**src/rtl/aid_pkg.sv**
```systemverilog
// Shared types and constants for the aid request queues, final selector and serve logic.
package aid_pkg;
    localparam int PRIO_W        = 2;
    localparam int ZONE_W        = 8;
    localparam int BOOST_AGE_DEF = 16;

    typedef struct packed {
        logic [PRIO_W-1:0] prio;
        logic [ZONE_W-1:0] zone;
    } aid_req_t;
endpackage

```
**src/rtl/aid_fifo_mem.sv**
```systemverilog
// DEPTH x aid_req_t register array with one write port and a combinational read port.
module aid_fifo_mem
    import aid_pkg::*;
#(
    parameter int DEPTH = 8,
    parameter int PTR_W = $clog2(DEPTH)
) (
    input  logic             clk,
    input  logic             we,
    input  logic [PTR_W-1:0] wr_addr,
    input  aid_req_t         wr_data,
    input  logic [PTR_W-1:0] rd_addr,
    output aid_req_t         rd_data
);
    // No reset: contents are only observed through the count-qualified head.
    aid_req_t mem [DEPTH];

    always_ff @(posedge clk) begin
        if (we) mem[wr_addr] <= wr_data;
    end

    assign rd_data = mem[rd_addr];
endmodule

```
**src/rtl/aid_request_queue.sv**
```systemverilog
// Strict-FIFO request buffer for one aid class; ages the head entry and flags Boost.
module aid_request_queue
    import aid_pkg::*;
#(
    parameter int DEPTH     = 8,
    parameter int BOOST_AGE = BOOST_AGE_DEF,
    localparam int PTR_W    = $clog2(DEPTH)
) (
    input  logic              clk,
    input  logic              rst,
    input  logic              Req_Valid,
    input  logic [PRIO_W-1:0] Req_Priority,
    input  logic [ZONE_W-1:0] Req_Zone,
    output logic              Req_Ready,
    input  logic              Serve,
    output logic              Head_Valid,
    output logic              Head_Boost,
    output logic [PRIO_W-1:0] Head_Priority,
    output logic [ZONE_W-1:0] Head_Zone,
    output logic [PTR_W:0]    Count,
    output logic              Overflow
);
    localparam logic [PTR_W:0] DEPTH_C = (PTR_W+1)'(DEPTH);
    localparam logic [7:0]     AGE_MAX = 8'(BOOST_AGE);

    logic [PTR_W-1:0] rd_ptr, wr_ptr;
    logic [PTR_W:0]   count;
    logic [7:0]       age;
    logic             overflow;
    logic             head_valid, full, pop, push;
    aid_req_t         wr_data, rd_data;

    assign head_valid = (count != '0);
    assign full       = (count == DEPTH_C);
    assign pop        = Serve && head_valid;
    // A pop frees a slot in the same cycle, so a full queue can still accept.
    assign Req_Ready  = !full || pop;
    assign push       = Req_Valid && Req_Ready;
    assign wr_data    = '{prio: Req_Priority, zone: Req_Zone};

    aid_fifo_mem #(.DEPTH(DEPTH), .PTR_W(PTR_W)) u_mem (
        .clk     (clk),
        .we      (push),
        .wr_addr (wr_ptr),
        .wr_data (wr_data),
        .rd_addr (rd_ptr),
        .rd_data (rd_data)
    );

    always_ff @(posedge clk or posedge rst) begin
        if (rst) begin
            rd_ptr   <= '0;
            wr_ptr   <= '0;
            count    <= '0;
            age      <= '0;
            overflow <= 1'b0;
        end else begin
            if (push) wr_ptr <= wr_ptr + PTR_W'(1);
            if (pop)  rd_ptr <= rd_ptr + PTR_W'(1);
            if (push && !pop)      count <= count + (PTR_W+1)'(1);
            else if (pop && !push) count <= count - (PTR_W+1)'(1);
            if (Req_Valid && !Req_Ready) overflow <= 1'b1;
            // Empty, popped, or first push into empty all restart the head's wait.
            if (!head_valid || pop) age <= '0;
            else if (age != AGE_MAX) age <= age + 8'd1;
        end
    end

    assign Head_Valid    = head_valid;
    assign Head_Boost    = head_valid && (age == AGE_MAX);
    assign Head_Priority = head_valid ? rd_data.prio : '0;
    assign Head_Zone     = head_valid ? rd_data.zone : '0;
    assign Count         = count;
    assign Overflow      = overflow;
endmodule

```
**config.mk**
```make
export PLATFORM = sky130hd
export DESIGN_NAME = aid_request_queue
export DESIGN_NICKNAME = d
export VERILOG_FILES = /design/src/rtl/aid_pkg.sv /design/src/rtl/aid_fifo_mem.sv /design/src/rtl/aid_request_queue.sv
export SDC_FILE = /design/constraint.sdc
export NUM_CORES = 1
export LEC_CHECK = 0
export BUFFER_PORTS_ARGS = -buffer_cell sky130_fd_sc_hd__buf_2
export CAP_MARGIN = 20
export CORE_UTILIZATION = 29
export DETAILED_ROUTE_END_ITERATION = 10
export PLACE_DENSITY = 0.56
export SLEW_MARGIN = 20
export SYNTH_ARGS = -nofsm -noshare
export SYNTH_HDL_FRONTEND = slang
export SYNTH_SLANG_ARGS = --single-unit
export TNS_END_PERCENT = 50
```
**constraint.sdc**
```tcl
create_clock -name clk -period 2.6 [get_ports clk]
set_clock_uncertainty 0.2 [all_clocks]
set_input_delay 0.26 -clock clk [delete_from_list [all_inputs] [get_ports clk]]
set_output_delay 0.26 -clock clk [all_outputs]
set_load 0.1 [all_outputs]
```
==> metrics.txt <==
# TYPE chip_impl_metric gauge
chip_impl_metric{name="yosys_register_bits",unit=""} 99
chip_impl_info{name="crit_start",value="Count[1]"} 1
chip_impl_info{name="critPathKind",value="reg -> out"} 1
chip_impl_metric{name="worst_ep_arrival_time",unit="ps"} 2090
chip_impl_metric{name="worst_slew_pin_slew",unit="ps"} 794.9
chip_impl_metric{name="cap_viol_max_count",unit=""} 0
chip_impl_metric{name="synth-compound-area-share",unit="%"} 5.332
chip_impl_metric{name="tmin_final",unit="ps"} 2545
chip_impl_metric{name="synth_xor_xnor_area_share",unit="%"} 1.696
chip_impl_metric{name="worst_setup_hold_path_clk_slew",unit="ps"} 70
chip_impl_metric{name="vias",unit=""} 2260
chip_impl_metric{name="critical_path_required",unit="ps"} 2140
chip_impl_metric{name="synth_nets",unit=""} 255
chip_impl_info{name="status",value="complete, no violations"} 1
chip_impl_metric{name="floorplan.io_pins",unit=""} 32
chip_impl_metric{name="core.rowCount",unit=""} 43
chip_impl_info{name="layout_common_cells",value="80 x edfxtp_1, 22 x buf_4, 20 x mux4_2, 20 x buf_2, 15 x dfrtp_1"} 1
chip_impl_metric{name="die_height",unit="um"} 121.3
chip_impl_metric{name="antenna_violating_nets_post_route",unit=""} 0
chip_impl_metric{name="post-route-period-util",unit="%"} 97.89
chip_impl_metric{name="totalWireLength",unit="um"} 8187
chip_impl_metric{name="critical_path_peak_fanout",unit=""} 10
chip_impl_metric{name="initial_utilization",unit="%"} 29.75
chip_impl_metric{name="place_hpwl",unit="um"} 5073
chip_impl_info{name="cp_cell_sequence",value="nor4_4, bufinv_8, and2_4, a22o_2, buf_4"} 1
chip_impl_metric{name="post_synth_edffs",unit=""} 80
chip_impl_metric{name="count_of_placed_standard_cells_in_the_final_layout_fillers_left_out",unit=""} 476
chip_impl_metric{name="areaGrowthSynthToFinish",unit="%"} 23.81
chip_impl_metric{name="ff_latch_area",unit="um^2"} 2890
chip_impl_metric{name="floorplan.die_area",unit="um^2"} 14720
chip_impl_metric{name="report.final.setup_viol",unit=""} 0
chip_impl_metric{name="worstSkewPairLatency",unit="ps"} 340
chip_impl_metric{name="drt-initial-drc-count",unit=""} 58
chip_impl_metric{name="post_synth_and_or_nand_nor_area_fraction",unit="%"} 6.877
chip_impl_metric{name="die_width",unit="um"} 121.3
chip_impl_metric{name="final_worst_path_setup_slack",unit="ps"} 54.96
chip_impl_info{name="endpoint_kind",value="output pin"} 1
chip_impl_metric{name="whs",unit="ps"} 6.917
chip_impl_metric{name="design.core.area",unit="um^2"} 13880
chip_impl_metric{name="adder_cell_area_share_of_the_yosys_netlist",unit="%"} 2.605
chip_impl_metric{name="first_global_vias",unit=""} 2256
chip_impl_info{name="worstHoldStart",value="Req_Priority[0]"} 1
chip_impl_info{name="most_common_cell_after_layout_fill_and_taps_aside",value="edfxtp_1"} 1
chip_impl_metric{name="cts_max_path_bufs",unit=""} 2
chip_impl_metric{name="seq_area_frac_synth",unit="%"} 69.68
chip_impl_info{name="setup_repair_after_global_routing_missed_its_margin",value="true"} 1
chip_impl_info{name="ys.flop_type",value="edfxtp_1"} 1
chip_impl_metric{name="ctsHtreeMaxLevel",unit=""} 3
chip_impl_metric{name="drive_gt1_share",unit="%"} 39.86
chip_impl_metric{name="async_flop_share",unit="%"} 19.19
chip_impl_metric{name="yosysWarnings",unit=""} 0
chip_impl_metric{name="detail_route.first_pass.iterations",unit=""} 4
chip_impl_metric{name="postSynthAreaPerCell",unit="um^2"} 17.73
chip_impl_metric{name="final_hold_viol_count",unit=""} 0
chip_impl_metric{name="critPathMaxStageDelay",unit="ps"} 510
chip_impl_metric{name="tritoncts.num_buffers",unit=""} 9
chip_impl_metric{name="place.gp.congestion",unit=""} 0.6993
chip_impl_metric{name="ys_types",unit=""} 38
chip_impl_metric{name="antennaDiodeCount",unit=""} 0
chip_impl_metric{name="post_drt_via_cell_ratio",unit=""} 4.748
chip_impl_metric{name="synth_mux_area_share",unit="%"} 11.97
chip_impl_metric{name="maxClockFrequency",unit="GHz"} 0.3929
chip_impl_info{name="dominant_combinational_cell_family_by_area_after_synthesis",value="multiplexers"} 1
chip_impl_info{name="cts_tree",value="built"} 1
chip_impl_metric{name="maximum_number_of_pins_on_one_net_before_global_route_repair",unit=""} 21
chip_impl_info{name="hold_path_class",value="in -> reg"} 1
chip_impl_metric{name="drt-wirelength-per-cell",unit="um"} 17.20
chip_impl_metric{name="global_route.overflow_total",unit=""} 0
chip_impl_metric{name="finish.utilization",unit="%"} 36.84
chip_impl_metric{name="syn-instance-count",unit=""} 233
chip_impl_metric{name="synthesis.area",unit="um^2"} 4130
chip_impl_metric{name="max-slew-margin-rel",unit="%"} 46.95
chip_impl_metric{name="area_used_by_multi_input_combinational_logic",unit="um^2"} 1265
chip_impl_metric{name="io_buffers",unit=""} 31
chip_impl_metric{name="design.final.nets",unit=""} 313
chip_impl_metric{name="grt_use_total",unit="%"} 12.13
chip_impl_metric{name="clkSinkCount",unit=""} 99
chip_impl_info{name="critical_register_to_register_path_startpoint",value="Count[1]"} 1
chip_impl_metric{name="final-max-slew-violation-count",unit=""} 0
chip_impl_metric{name="detail_route.drc_violations",unit=""} 0
chip_impl_metric{name="number_of_antenna_violations_at_the_first_check_in_global_routing",unit=""} 0
chip_impl_metric{name="wire_length_of_the_first_global_routing_pass",unit="um"} 12780
chip_impl_metric{name="num-fill-cells",unit=""} 1311
chip_impl_metric{name="critPathBufInv",unit=""} 2
chip_impl_info{name="critPathLaunchType",value="register"} 1
chip_impl_info{name="timing.critical_path.max_delay_family",value="flip-flops"} 1
chip_impl_metric{name="dp_cells",unit=""} 446
chip_impl_metric{name="post-place-ws",unit="ps"} -36.95
chip_impl_info{name="cts-root-buf",value="clkbuf_16"} 1
chip_impl_info{name="crit_path_top_delay_cell",value="dfrtp_4"} 1
[kinds of logic after synthesis]
family | Yosys count
AO/OA/AOI/OAI | 30
XOR/XNOR | 8
adder cells (fa/ha/maj) | 8
buffers and inverters | 16
flip-flops | 99
multiplexers | 24
AND/OR/NAND/NOR | 48
[registers in the layout (all words and copies together), names as in the netlist]
signal / flops
rd_ptr: 3
u_mem.mem: 80
Count: 4
age: 8
wr_ptr: 3
Overflow: 1
[what timing repair did]
| action | CTS | global route |
|---|---|---|
| hold buffers | 8 | 0 |
| gates cloned | 0 | 0 |
| endpoints found under the hold margin | 75 | 0 |
| setup endpoints to repair | 17 | 10 |
| pin swaps | 1 | 7 |
| setup buffers | 1 | 5 |
| resized for setup | 14 | 6 |
[worst paths after layout]
path	slack (ps)	endpoint	depth (start not counted)
min in group asynchronous	410	age[5]	3
worst max register to register	50	Count[3]	9
worst min-delay path	7	u_mem.mem[2][8]	1
worst max-delay path	50	Head_Zone[3]	5
worst min register to register	260	Overflow	1
max in group asynchronous	1200	Count[3]	3
[layout make-up]
class                   count  share of cell area, %
flip-flops and latches     99                  56.52
multi-input cells         118                  24.74
repair buffers             55                  8.197
clock buffers               9                  4.404
well taps                 180                  4.404
inverters                   8                 0.9053
clock inverters             7                 0.8319
[cell usage after synthesis (all sizes together), types with 3 or more instances]
cell type,count,share of area [%]
nand2,5,0.45
clkbuf,5,0.48
xnor2,6,1.3
nor3,8,0.97
o21ai,6,1.0
mux4,20,11
dfrtp,19,12
edfxtp,80,58
nand3,7,0.85
or3,8,1.3
ha,7,2.1
nor2,7,0.64
buf,3,0.64
mux2,3,0.82
nand2b,4,0.61
a22o,10,2.1
a21oi,7,0.85
inv,8,0.73
[worst reg2reg max path: cells and delay by family (launching register included)]
family                     cells  cell delay (ps)
and+or+nand+nor                3              940
DFF                            1              510
adders and majority gates      2              380
AOI/OAI and AO/OA              2              250
buffers and inverters          2              130
[layer usage]
metal,GRT usage (%),part of all wire (%),vias up
met1,16.30,45,1154
met3,2.585,4.4,11
met5,0,0,-
met4,5.787,2.1,0
met2,18.61,49,46
li1,-,-,1049
[metrics by stage]
step                instance area, um^2  TNS, ps
global placement                   4652   -132.2
finish                             5114        0
floorplan                          4225   -422.3
detailed placement                 4657   -220.4
global route                       5114   -5.976
CTS                                5047        0
Power is left out: the tool's default activity adds up to more than one toggle a clock period on the data nets, which glitch-free logic cannot reach.
